### config.mk
export PLATFORM = sky130hd
export DESIGN_NAME = rcv_bit_timer
export DESIGN_NICKNAME = d
export VERILOG_FILES = /design/src/rtl/rcv_bit_timer.sv
export SDC_FILE = /design/constraint.sdc
export NUM_CORES = 1
export LEC_CHECK = 0
export BUFFER_PORTS_ARGS = -buffer_cell sky130_fd_sc_hd__buf_4
export CAP_MARGIN = 10
export CORE_AREA = 2 2 39 41
export CTS_CLUSTER_DIAMETER = 30
export DETAILED_ROUTE_END_ITERATION = 8
export DIE_AREA = 0 0 41 43
export HOLD_SLACK_MARGIN = 0.15
export MAX_ROUTING_LAYER = met4
export SETUP_SLACK_MARGIN = 0.02
export SLEW_MARGIN = 20
export SYNTH_ARGS = -nofsm -noshare
export SYNTH_HDL_FRONTEND = slang
export SYNTH_SLANG_ARGS = --single-unit
### constraint.sdc
create_clock -name clk -period 1.6 [get_ports clk]
set_input_delay 0.24 -clock clk [delete_from_list [all_inputs] [get_ports clk]]
set_output_delay 0.24 -clock clk [all_outputs]
set_load 0.005 [all_outputs]
### src/rtl/rcv_bit_timer.sv
// rcv_bit_timer: receive bit timer that tracks bit phase from d_edge, strobes one sample per bit and frames words.
// Build option RCV_BIT_STUFF_EN adds USB bit-stuff removal (stuff_skip) and stuff error flagging (stuff_err).
module rcv_bit_timer #(
    parameter int CLKS_PER_BIT  = 8,
    parameter int SAMPLE_PHASE  = 3,
    parameter int BITS_PER_WORD = 8,
    localparam int CW = $clog2(BITS_PER_WORD + 1)
) (
    input  logic          clk,
    input  logic          n_rst,
    input  logic          d_edge,
    input  logic          rcving,
    input  logic          bit_in,
    output logic          shift_enable,
    output logic          byte_received,
    output logic [CW-1:0] bit_count,
    output logic          stuff_skip,
    output logic          stuff_err
);
    localparam int PW = $clog2(CLKS_PER_BIT);
    localparam logic [PW-1:0] PH_LAST   = PW'(CLKS_PER_BIT - 1);
    localparam logic [PW-1:0] PH_SAMPLE = PW'(SAMPLE_PHASE);
    localparam logic [CW-1:0] WORD_LAST = CW'(BITS_PER_WORD - 1);

    if (CLKS_PER_BIT < 4) begin : g_bad_clks
        $error("rcv_bit_timer: CLKS_PER_BIT must be >= 4");
    end
    if (SAMPLE_PHASE < 0 || SAMPLE_PHASE >= CLKS_PER_BIT) begin : g_bad_phase
        $error("rcv_bit_timer: SAMPLE_PHASE must be in 0..CLKS_PER_BIT-1");
    end
    if (BITS_PER_WORD < 2) begin : g_bad_word
        $error("rcv_bit_timer: BITS_PER_WORD must be >= 2");
    end

    logic [PW-1:0] ph;
    logic          sample_pt;
    logic          stuff_now;

    // Qualified by n_rst so the strobe is dead during reset even when SAMPLE_PHASE is 0.
    assign sample_pt    = n_rst && rcving && (ph == PH_SAMPLE);
    assign shift_enable = sample_pt && !stuff_now;
    assign stuff_skip   = stuff_now;

    always_ff @(posedge clk or negedge n_rst) begin
        if (!n_rst) begin
            ph <= '0;
        end else if (!rcving || d_edge) begin
            ph <= '0;
        end else if (ph == PH_LAST) begin
            ph <= '0;
        end else begin
            ph <= ph + 1'b1;
        end
    end

    always_ff @(posedge clk or negedge n_rst) begin
        if (!n_rst) begin
            bit_count     <= '0;
            byte_received <= 1'b0;
        end else begin
            byte_received <= 1'b0;
            if (!rcving) begin
                bit_count <= '0;
            end else if (shift_enable) begin
                if (bit_count == WORD_LAST) begin
                    bit_count     <= '0;
                    byte_received <= 1'b1;
                end else begin
                    bit_count <= bit_count + 1'b1;
                end
            end
        end
    end

`ifdef RCV_BIT_STUFF_EN
    logic [2:0] ones;

    // Run of sampled ones spans word boundaries; only leaving reception clears it.
    assign stuff_now = sample_pt && (ones == 3'd6);

    always_ff @(posedge clk or negedge n_rst) begin
        if (!n_rst) begin
            ones      <= 3'd0;
            stuff_err <= 1'b0;
        end else begin
            stuff_err <= 1'b0;
            if (!rcving) begin
                ones <= 3'd0;
            end else if (stuff_now) begin
                ones      <= 3'd0;
                stuff_err <= bit_in;
            end else if (sample_pt) begin
                ones <= bit_in ? ones + 3'd1 : 3'd0;
            end
        end
    end
`else
    logic unused_bit_in;

    assign unused_bit_in = bit_in;
    assign stuff_now     = 1'b0;
    assign stuff_err     = 1'b0;
`endif

endmodule

==> results, run 1 <==
- Tracing the worst setup path back leads to its startpoint at ph[0].
- Buffers inserted during clock tree synthesis total 3.
- The deepest level of the CTS H-tree is 1.
- The power density of the placed cells is around 730 nW/µm².
- The via count of the first global-routing pass is 332.
- The number of standard-cell rows in the floorplan is 14.
- Setup slack on the worst reg-to-reg path comes out at between 150 and 200 ps.
- After floorplanning, the core was sized to cover ~1400 µm².
- The die covers 1760 µm².
- Global routing used 12.8% of the available tracks.
- The cell area after technology mapping is between 300 and 400 µm².
- Summing the areas of all and, or, nand and nor instances in the mapped netlist gives 19.8% of the synthesized area.
- After clock tree synthesis, the clock-pin slew on the worst setup and hold paths is 50 ps.
- The launch point of the worst hold path is rcving.
- The number of antenna repair diodes is 0.
- The area of combinational cells with multiple inputs is 185 µm².
- For this run, design rule violations remaining after detail routing come to 0.
- The global-route wire length before repair is 1390 µm.
- The count of max-cap constraint violations is 0.
- The XOR/XNOR share of the synthesized area is 0%.
- The synthesized netlist devotes 7.23% of its cell area to compound gates.
- At the later pin of the worst-skew pair, clock insertion delay measures 260 ps.
- The critical register-to-register path endpoint is bit_count[3].
- Of all flip-flops after synthesis, the portion carrying an async set or reset was 100%.
- In the final layout, flip-flops and latches occupy 200 µm².
- In this run the vertical extent of the chip is ~43 µm.
- The clock passes through at most 2 buffers.
- The number of antenna violations at the first check in global routing was 0.
- IR analysis of the VDD net gives a maximum drop of 0.531 mV.
- The pin count of the biggest net entering global routing is 11.
- On the critical path, the stage with the largest delay is an instance of sky130_fd_sc_hd__dfrtp_1.
- The die is 41 µm wide.
- The final weighted congestion of routability-driven global placement is 0.628.
- The count of synthesis-stage warnings from yosys is 0.
- Summed over all cells, the static leakage comes to ~0.27 nW.
- The post-layout total power is 393 µW.
- Together, buffers and inverters on the worst path number 1.
- Traced cell by cell, the critical path runs through ha_2 > ha_2 > and3_4 > buf_4.
- The area growth from synthesis to layout is 36.2%.
- The top cell type by total area after synthesis is sky130_fd_sc_hd__dfrtp_1.
- Counting instances, the worst hold path has a depth of 3.
- The final count of pins violating max slew is 0.
- Sorting the synthesized cells by how often they occur yields 8 x sky130_fd_sc_hd__dfrtp_1, 7 x sky130_fd_sc_hd__nand2_1, 4 x sky130_fd_sc_hd__ha_1, 3 x sky130_fd_sc_hd__buf_4.
- The number of synthesized flops with an enable pin is 0.
- The post-synthesis average cell area is 10.8 µm².
- After detailed routing, the number of vias per cell comes to approximately 4.8.
- The number of cell instances on the worst register-to-register path is 5.
- Setup repair after global routing left no endpoint under its margin.
- The number of instances in the synthesized netlist is 37.
- In this run the critical register-to-register path is launched from ph[0].
- Along the worst path, the maximum fanout reaches 2.
- The overall routed net length is 788 µm.
- Yosys attributes the largest share of cell area to sky130_fd_sc_hd__dfrtp_1 50%, sky130_fd_sc_hd__ha_1 13%, sky130_fd_sc_hd__nand2_1 6.6%.
- Counting distinct cell types in the post-synthesis netlist gives 17.
- Among all flip-flop cells after synthesis, the most frequent one is sky130_fd_sc_hd__dfrtp_1.
- The root cell of the clock tree is sky130_fd_sc_hd__clkbuf_4.
- The worst path uses 95.0% of the clock period.
- The initial detailed-routing violation count is 0.
- The run finished with clean final reports.
- The worst path required time is 1360 ps.
- The area share of the largest cell type after synthesis is 50.3%.
- The worst hold path terminates at bit_count[1].
- The post-synthesis mux area share is about 2.5%.
- Summed over all layers, the global routing overflow is 0.
- The endpoint kind of the worst setup timing path is a primary output.
- The worst hold path belongs to the class primary input to register.
- The clock period minus worst slack is 1520 ps.
- Measured on the finished design, the core utilization comes to 39.2%.
- The number of failing hold endpoints at the final stage is 0.
- The via total after detailed routing is around 330.
- The count of fill cells added during filler insertion is 146.
- For this design the top-level I/O count stands at 13.
- The worst path arrival time is 1280 ps.
- The cell occurring most often along the worst timing path is sky130_fd_sc_hd__ha_2.
- Among cell families on the critical path, the largest total delay comes from flip-flops.
- The critical path in this run is classified as register to primary output.
- Adding up every negative setup slack in the final design gives 0 ps.
- The average wire per standard cell is 11.6 µm.
- In this run the tool buffered the top-level ports with 9 buffer cells.
- The CTS sink count is 8.
- The clock tree from TritonCTS is yes.
- The main combinational cell family by area after synthesis is simple AND/OR/NAND/NOR gates.
- The sort of element at the start of the critical path is a register.
- The post-detailed-route count of antenna-violating nets is 0.
- The highest attainable clock frequency is around 0.66 GHz.
- Among all cell types in the netlist, the one instantiated most often is sky130_fd_sc_hd__dfrtp_1.
- Setup violations remaining at the end of the flow were counted as 0.
- After synthesis, flip-flops and latches occupy 50.3% of the total area.
- The largest stage delay on the critical path is 380 ps.
- The number of synthesized register bits is 8.
- The fraction of final layout cells with drive strength greater than 1 is 34.6%.
- The number of nets in the final layout is 63.
- For this run, the detailed router's first-pass iteration total came to 1.
- The setup clock skew after layout is 7.63 ps.
- Once the floorplan was initialized, standard cells occupied roughly 29% of the core.
- The adder and majority cell fraction of the synthesized area is 12.6%.
==> power breakdown <==
part	internal [mW]	switching (mW)	total (mW)	leakage (nW)
sequential	0.205	0.00139	0.206	0.111
combinational	0.0159	0.0127	0.0286	0.145
clock	0.0861	0.0719	0.158	0.0138
==> flip-flops by register name, summed over array words and instances, names as in the netlist <==
name	cells
byte_received	1
bit_count	4
ph	3
==> worst register-to-register path: stages (launching register included) <==
cell and delay (ps):
sky130_fd_sc_hd__dfrtp_1 350, sky130_fd_sc_hd__ha_2 190, sky130_fd_sc_hd__ha_2 180, sky130_fd_sc_hd__nand2_1 50, sky130_fd_sc_hd__or4_1 460, sky130_fd_sc_hd__a21boi_1 130
==> cell type report <==
| class | instances | area share [%] |
|---|---|---|
| Inverter | 1 | 0.693 |
| Timing Repair Buffer | 14 | 20.3 |
| Sequential cell | 8 | 37.0 |
| Clock buffer | 3 | 4.16 |
| Multi-Input combinational cell | 26 | 34.2 |
| Tap cell | 16 | 3.70 |
==> cells by family after synthesis <==
logic type	Yosys count
simple gates	14
fa+ha+maj	4
flops	8
other cells	1
compound gates	5
buf+inv	4
mux	1
==> per-layer routing <==
metal | vias up | routed length (µm) | GRT usage [%]
met4 | 0 | 0 | 4.00
met5 | - | 0 | -
met2 | 13 | 352 | 17.8
met1 | 156 | 339 | 13.9
met3 | 0 | 96 | 9.42
li1 | 156 | - | -
==> worst max path at each step <==
stage	end	cells after the start
detailed placement	shift_enable	4
finish	shift_enable	4
CTS	shift_enable	4
floorplan	bit_count[2]	6
global placement	shift_enable	4
global route	shift_enable	4
==> cells in the final DEF (no fill, tap or decap) <==
cell and n:
sky130_fd_sc_hd__o21ai_0 1, sky130_fd_sc_hd__inv_1 1, sky130_fd_sc_hd__and3_4 1, sky130_fd_sc_hd__nor4b_1 1
sky130_fd_sc_hd__nor4bb_1 1, sky130_fd_sc_hd__ha_2 2, sky130_fd_sc_hd__dfrtp_1 8, sky130_fd_sc_hd__clkbuf_4 3
sky130_fd_sc_hd__dlygate4sd3_1 2, sky130_fd_sc_hd__nor3b_1 2, sky130_fd_sc_hd__conb_1 2, sky130_fd_sc_hd__a21boi_1 1
sky130_fd_sc_hd__mux2i_1 1, sky130_fd_sc_hd__o21ai_1 2, sky130_fd_sc_hd__o22ai_1 1, sky130_fd_sc_hd__or4_1 1
sky130_fd_sc_hd__ha_1 2, sky130_fd_sc_hd__buf_4 12, sky130_fd_sc_hd__nand2_1 7, sky130_fd_sc_hd__nand3_1 1
==> per-stage QoR <==
stage | std cells | setup WS, ps | hold WS [ps] | instance area [µm²]
finish | 68 | 79.7 | 275 | 542
global route | 68 | 21.4 | 275 | 542
CTS | 67 | 46.2 | 266 | 532
detailed placement | 60 | 170 | 74.6 | 467
global placement | 60 | 189 | 71.7 | 467
floorplan | 38 | 245 | -55.6 | 402
==> what timing repair did <==
item / 4_1_cts / 5_1_grt
pin swaps: 1 / 0
buffers inserted: 2 / 1
hold buffers: 2 / 0
cloned: 0 / 0
gates resized for setup: 3 / 1
endpoints found under the setup margin: 1 / 1
hold endpoints to repair: 9 / 0
Power figures use the tool's default switching activity.
==> run 2: changes to the inputs <==
==> constraint.sdc (replaced) <==
create_clock -name clk -period 1.6 [get_ports clk]
set_input_delay 0.08 -clock clk [delete_from_list [all_inputs] [get_ports clk]]
set_output_delay 0.08 -clock clk [all_outputs]
set_load 0.005 [all_outputs]
==> results, run 2 (synthesis gave the netlist of run 1 again) <==
- The total met2 wirelength after detailed routing was 365 µm (+3.7%).
- The fraction of final layout cells with drive strength greater than 1 was 26.0% (-8.6 points).
- The largest registers in the layout are bit_count: 4 flops, ph: 3 flops, byte_received: 1 flops.
- The routed metal-1 wirelength is 319 µm (-5.9%).
- The count of buffers from port buffering is 9 (unchanged).
- The deepest level of the CTS H-tree is 1 (unchanged).
- The number of buffers between clock root and the deepest sink is 2 (unchanged).
- The clock edge transition at the registers on the reported setup and hold paths was 60 ps (about the same).
- Setup repair after global routing left no endpoint under its margin.
- The starting density of the core was 28.8% (unchanged).
- bit_count holds more flip-flops than any other register.
- The cell count after placement came to 60 (unchanged).
- The worst setup slack after layout is 137 ps (+57.7 ps).
- The detailed router used layers up to and including met3.
- Relative to the synthesized area, the layout overhead comes to 31.8%.
- The clock period minus worst slack is 1460 ps (-57.7 ps).
- The die span in y is 43 µm (unchanged).
- The register-to-register path setup slack is 190 ps (about the same).
- The total routing usage reported by global routing is 12.6% (-0.21 points).
- The power density of the placed cells is 743 nW/µm² (+2.5%).
- The mean number of vias per cell is 4.83 (+1.1%).
- The biggest fanout along the worst timing path came to 7 (+5).
- The initial detailed-routing violation count is 0 (unchanged).
- The run finished with clean final reports.
- The total global routing overflow came to 0 (unchanged).
- The overall routed net length is 766 µm (-2.8%).
- The TritonCTS buffer count is 3 (unchanged).
- The via count of the first global-routing pass is 336 (+1.2%).
- The horizontal extent of the die is 41 µm (unchanged).
- The count of fill cells added during filler insertion was 138 (-5.5%).
- The final sum of negative setup slack is 0 ps (unchanged).
- The routed length on met3 was 81 µm (-16%).
- The endpoint kind of the worst setup timing path is a primary output.
- The number of iterations in the first detailed-routing pass is 1 (unchanged).
- In the layout the commonest cells are 9 x sky130_fd_sc_hd__buf_4, 8 x sky130_fd_sc_hd__dfrtp_1, 7 x sky130_fd_sc_hd__nand2_1, 4 x sky130_fd_sc_hd__ha_1.
- The post-route fraction of the period consumed by the critical path is 91.4% (-3.6 points).
- The number of DRC violations after detailed routing is 0 (unchanged).
- The count of max-cap constraint violations is 0 (unchanged).
- The root cell of the clock tree is sky130_fd_sc_hd__clkbuf_4.
- The highest attainable clock frequency is 0.684 GHz (+3.9%).
- The number of antenna violations at the first check in global routing is 0 (unchanged).
- The global-route wire length before repair came to 1370 µm (-1.4%).
- The pin count of the biggest net entering global routing is 11 (unchanged).
- The sort of element at the start of the critical path is a register.
- The number of antenna repair diodes came to 0 (unchanged).
- The average wire per standard cell is 11.6 µm (+0.15%).
- The die footprint came to 1760 µm² (unchanged).
- The final weighted congestion of routability-driven global placement came to 0.628 (about the same).
- The post-route non-filler standard cell count came to 66 (-2.9%).
- The leakage power of the design is 0.262 nW (-2.9%).
- The worst register-to-register path begins at ph[0].
- The library cell used most frequently in the layout, excluding fill and tap cells, is sky130_fd_sc_hd__buf_4.
- The final count of pins violating max slew is 0 (unchanged).
- The worst path arrival time is 1380 ps (+100 ps).
- The post-detailed-route count of antenna-violating nets was 0 (unchanged).
- The critical register-to-register path endpoint is bit_count[3].
- The placeable core area came to 1380 µm² (unchanged).
- The number of cell instances on the worst register-to-register path is 5 (unchanged).
- The buffer count from post-CTS setup fixing is 0 (-2).
- The flip-flop count of the largest register after layout is 4 (unchanged).
- TritonCTS built the clock tree.
- The top-level I/O count is 13 (unchanged).
- The worst hold-check path type is primary input to asynchronous set/reset pin.
- The setup-violating endpoint count in the final report was 0 (unchanged).
- The worst voltage drop across the vdd grid is 0.533 mV (+0.24%).
- The worst setup slack before clock tree synthesis is 187 ps (+17.2 ps).
- The CTS sink count is 8 (unchanged).
- The via total after detailed routing is 319 (-1.8%).
- The number of failing hold endpoints at the final stage is 0 (unchanged).
- The worst path required time is 1520 ps (+160 ps).
- The setup clock skew after layout is 6.53 ps (-1.09 ps).
- The number of standard-cell rows in the floorplan is 14 (unchanged).
- The critical path in this run is classified as register to primary output.
- The worst-skew pair later-pin latency is 260 ps (about the same).
- The number of nets in the final layout is 61 (-3.2%).
- The final cell utilization of the core is 37.9% (-1.3 points).
- The post-layout total power came to 390 µW (-0.81%).
-- run 2: worst max-delay path by stage --
stage / startpoint / to / slack (ps) / cells after the start
after floorplan: ph[0] / bit_count[2] / 240 / 6
after global placement: ph[0] / bit_count[3] / 210 / 5
after detailed placement: ph[0] / bit_count[3] / 190 / 5
after CTS: ph[0] / shift_enable / 40 / 4
after global routing: ph[0] / bit_count[3] / 50 / 5
final: ph[0] / shift_enable / 140 / 4
-- run 2: cell type report --
type | count | area [µm²] | share of cell area [%]
sequential | 8 | 200 | 38.2
multi-input combinational | 26 | 180 | 34.4
timing repair buffer | 12 | 97.6 | 18.6
clock buffer | 3 | 22.5 | 4.30
tap | 16 | 20.0 | 3.82
inverter | 1 | 3.75 | 0.716
-- run 2: critical path, cell delays in order (launching register included) --
cell and delay, ps:
sky130_fd_sc_hd__dfrtp_1 380, sky130_fd_sc_hd__ha_1 220, sky130_fd_sc_hd__ha_1 200, sky130_fd_sc_hd__and3_4 200
sky130_fd_sc_hd__buf_4 130
-- run 2: stage by stage --
step / hold slack [ps] / cell area [µm²]
floorplan: -216 / 402
global placement: -88.3 / 467
detailed placement: -88.0 / 467
CTS: 174 / 519
global route: 204 / 524
finish: 192 / 524
-- run 2: power breakdown --
part           switching (mW)  total [mW]  internal [mW]  leakage [nW]
clock network          0.0709       0.157         0.0860        0.0138
logic                  0.0126      0.0266         0.0140         0.137
registers             0.00132       0.206          0.205         0.111
total                  0.0847       0.390          0.305         0.262
-- run 2: routing by layer --
layer / vias to the layer above / global-route usage (%)
met5: - / -
met4: 0 / 4.00
met3: 0 / 9.42
met2: 13 / 17.5
met1: 154 / 13.5
li1: 152 / -
-- run 2: what timing repair did --
item / CTS / global route
hold buffers: 3 / 0
endpoints found under the hold margin: 15 / 0
endpoints found under the setup margin: 0 / 1
resized for setup: 0 / 2
==> run 3: changes to the inputs <==
ABC_AREA = 1   (was default)
==> results, run 3 <==
- The most common flop cell mapped by yosys is sky130_fd_sc_hd__dfrtp_1.
- The count of fill cells added during filler insertion is 156 (+13%).
- The count of buffers from port buffering is 9 (unchanged).
- The biggest fanout along the worst timing path is 3 (-4).
- The mean number of vias per cell was 4.53 (-6.2%).
- The number of iterations in the first detailed-routing pass is 4 (+3).
- The number of standard-cell rows in the floorplan is 14 (unchanged).
- The cell occurring most often along the worst timing path is sky130_fd_sc_hd__ha_1.
- The worst-skew pair later-pin latency came to 250 ps (about the same).
- Yosys instantiated no cell more often than sky130_fd_sc_hd__nand2_1.
- The signal on the critical path passes through ha_1 > ha_1 > nand3_1 > inv_1 > buf_4.
- TritonCTS built the clock tree.
- The worst path arrival time is 1410 ps (+30 ps).
- The clock edge transition at the registers on the reported setup and hold paths is 60 ps (about the same).
- Setup repair after global routing left no endpoint under its margin.
- The post-synthesis sequential area ratio is 47.3% (-3.0 points).
- The top-level I/O count came to 13 (unchanged).
- The total met2 wirelength after detailed routing is 402 µm (+10%).
- The final weighted congestion of routability-driven global placement was 0.675 (+7.4%).
- The leakage power of the design is 0.303 nW (+16%).
- The number of DRC violations after detailed routing is 0 (unchanged).
- The number of failing hold endpoints at the final stage is 0 (unchanged).
- The number of buffers between clock root and the deepest sink was 2 (unchanged).
- Sorting the synthesized cells by area gives the leading types as sky130_fd_sc_hd__dfrtp_1 47%, sky130_fd_sc_hd__ha_1 12%, sky130_fd_sc_hd__nand2_1 12%.
- The most frequent standard cell in the layout excluding fill and tap cells is sky130_fd_sc_hd__nand2_1.
- The clock period minus worst slack came to 1490 ps (+24.9 ps).
- The number of antenna repair diodes is 0 (unchanged).
- The starting density of the core is 30.6% (+1.8 points).
- The synthesized design spends more area on one cell type than any other, namely sky130_fd_sc_hd__dfrtp_1.
- The number of antenna violations at the first check in global routing was 0 (unchanged).
- The routed length on met3 is 26 µm (-68%).
- The highest attainable clock frequency is 0.672 GHz (-1.7%).
- The cell count after placement is 73 (+22%).
- The deepest level of the CTS H-tree came to 1 (unchanged).
- The count of synthesis-stage warnings from yosys is 0 (unchanged).
- The pin count of the biggest net entering global routing is 11 (unchanged).
- The post-layout total power is 388 µW (-0.41%).
- The post-detailed-route count of antenna-violating nets is 0 (unchanged).
- The endpoint kind of the worst setup timing path is a primary output.
- The setup clock skew after layout was 7.87 ps (+1.34 ps).
- The total global routing overflow is 0 (unchanged).
- Leaving out fill and tap cells, the most frequent cells in the layout are 13 x sky130_fd_sc_hd__nand2_1, 9 x sky130_fd_sc_hd__buf_4, 8 x sky130_fd_sc_hd__dfrtp_1, 6 x sky130_fd_sc_hd__inv_1.
- The root cell of the clock tree is sky130_fd_sc_hd__clkbuf_4.
- The number of synthesized register bits was 8 (unchanged).
- The power density of the placed cells is 703 nW/µm² (-5.4%).
- The worst voltage drop across the vdd grid is 0.308 mV (-42%).
- The die footprint is 1760 µm² (unchanged).
- The CTS sink count is 8 (unchanged).
- The fraction of registers with async set or reset after synthesis came to 100% (unchanged).
- The placeable core area is 1380 µm² (unchanged).
- The die span in y is 43 µm (unchanged).
- The number of instances in the synthesized netlist is 49 (+32%).
- The worst hold path belongs to the class primary input to asynchronous set/reset pin.
- The average wire per standard cell came to 9.68 µm (-17%).
- The number of stages on the worst setup path is 5 (+1).
- The flip-flop count of the largest register after layout was 4 (unchanged).
- The final sum of negative setup slack was 0 ps (unchanged).
- The number of cell instances on the worst register-to-register path is 4 (-1).
- The area share of the largest cell type after synthesis is 47.3% (-3.0 points).
- The flow ran to the end, and the final reports show no timing, DRC or antenna violations.
- The routed metal-1 wirelength is 316 µm (-0.94%).
- The via count of the first global-routing pass is 318 (-5.4%).
- The post-CTS resize count came to 0 (unchanged).
- The largest stage delay on the critical path came to 390 ps (about the same).
- The worst path required time is 1520 ps (about the same).
- The number of synthesized flops with an enable pin is 0 (unchanged).
- The number of nets in the final layout came to 74 (+21%).
- The initial detailed-routing violation count is 6 (+6).
- The number of buffers and inverters on the critical path is 2 (+1).
- The top metal layer carrying routed signals is met4.
- The post-route fraction of the period consumed by the critical path is 93.0% (+1.6 points).
- The horizontal extent of the die was 41 µm (unchanged).
- The global-route wire length before repair came to 1320 µm (-3.6%).
- The final count of pins violating max slew is 0 (unchanged).
- The post-synthesis average cell area is 8.63 µm² (-20%).
- The standard cell with the maximum stage delay on the critical path is sky130_fd_sc_hd__dfrtp_1.
- The worst setup path is of the register to primary output kind.
- The sort of element at the start of the critical path is a register.
- The commonest cells after synthesis are 13 x sky130_fd_sc_hd__nand2_1, 8 x sky130_fd_sc_hd__dfrtp_1, 6 x sky130_fd_sc_hd__inv_1.
- The number of distinct library cell variants in the gate-level netlist after synthesis was 14 (-3).
- The count of max-cap constraint violations is 0 (unchanged).
- The total routing usage reported by global routing is 12.0% (-0.54 points).
- The fraction of final layout cells with drive strength greater than 1 is 22.2% (-3.8 points).
- The post-route non-filler standard cell count is 79 (+20%).
- The setup-violating endpoint count in the final report is 0 (unchanged).
- The area added between synthesis and finish is 30.5%.
- The register ranked first by flip-flop count is bit_count.
- The overall routed net length is 765 µm (-0.13%).
- The cell area after technology mapping is 423 µm² (+6.3%).
- The TritonCTS buffer count is 3 (unchanged).
- The category of cells accounting for the largest share of critical-path delay is adder cells.
- After legalization and detailed placement, the total HPWL measured a little under 600 µm.
- The largest registers in the layout are bit_count: 4 flops, ph: 3 flops, byte_received: 1 flops.
- The final cell utilization of the core is 39.9% (+2.0 points).
- The via total after detailed routing is 358 (+12%).
==> run 3: worst paths after layout <==
kind,endpoint,start,slack [ps]
min in group clk,ph[0],ph[0],460
min reg2reg,ph[0],ph[0],460
max,shift_enable,ph[0],110
max in group asynchronous,ph[0],n_rst,1270
min,bit_count[1],n_rst,190
max reg2reg,bit_count[2],ph[0],220
==> run 3: per-stage QoR <==
step	instance area (µm²)	worst slack, ps	hold slack, ps
after global routing	552	27.1	193
after CTS	552	88.6	189
after floorplan	427	353	-216
after global placement	499	230	-89.6
after detailed placement	499	210	-87.3
final	552	112	188
==> run 3: logic make-up after synthesis <==
group                    synth area share [%]
flip-flops                               47.3
adder cells (fa/ha/maj)                  11.8
other                                   0.887
AO/OA/AOI/OAI                            3.55
AND/OR/NAND/NOR                          27.5
buffers and inverters                    8.87
==> run 3: worst register-to-register path: stages (launching register included) <==
cell and delay, ps:
sky130_fd_sc_hd__dfrtp_1 390, sky130_fd_sc_hd__ha_1 230, sky130_fd_sc_hd__ha_1 200, sky130_fd_sc_hd__a21oi_1 300, sky130_fd_sc_hd__o21ai_0 140
==> run 3: routing by layer <==
metal | vias up | track usage [%]
met5 | - | -
met4 | 0 | 10.0
met3 | 2 | 4.71
met2 | 10 | 16.6
met1 | 166 | 12.8
li1 | 180 | -
==> run 3: cell type report <==
type,count,area (µm²),area share (%)
Clock buffer,3,22.5,4.08
Inverter,6,22.5,4.08
Timing Repair Buffer,12,97.6,17.7
Sequential cell,8,200,36.3
Tap cell,16,20.0,3.63
Multi-Input combinational cell,34,189,34.2
==> run 3: repair_timing <==
item                                    4_1_cts  5_1_grt
hold buffers                                  3        0
endpoints found under the setup margin        0        0
buffers inserted                              0        0
endpoints found under the hold margin        13        0
==> run 3: where the power goes <==
| group | internal [mW] | switching, mW |
|---|---|---|
| registers | 0.205 | 0.00152 |
| logic | 0.0147 | 0.0137 |
| clock network | 0.0858 | 0.0674 |
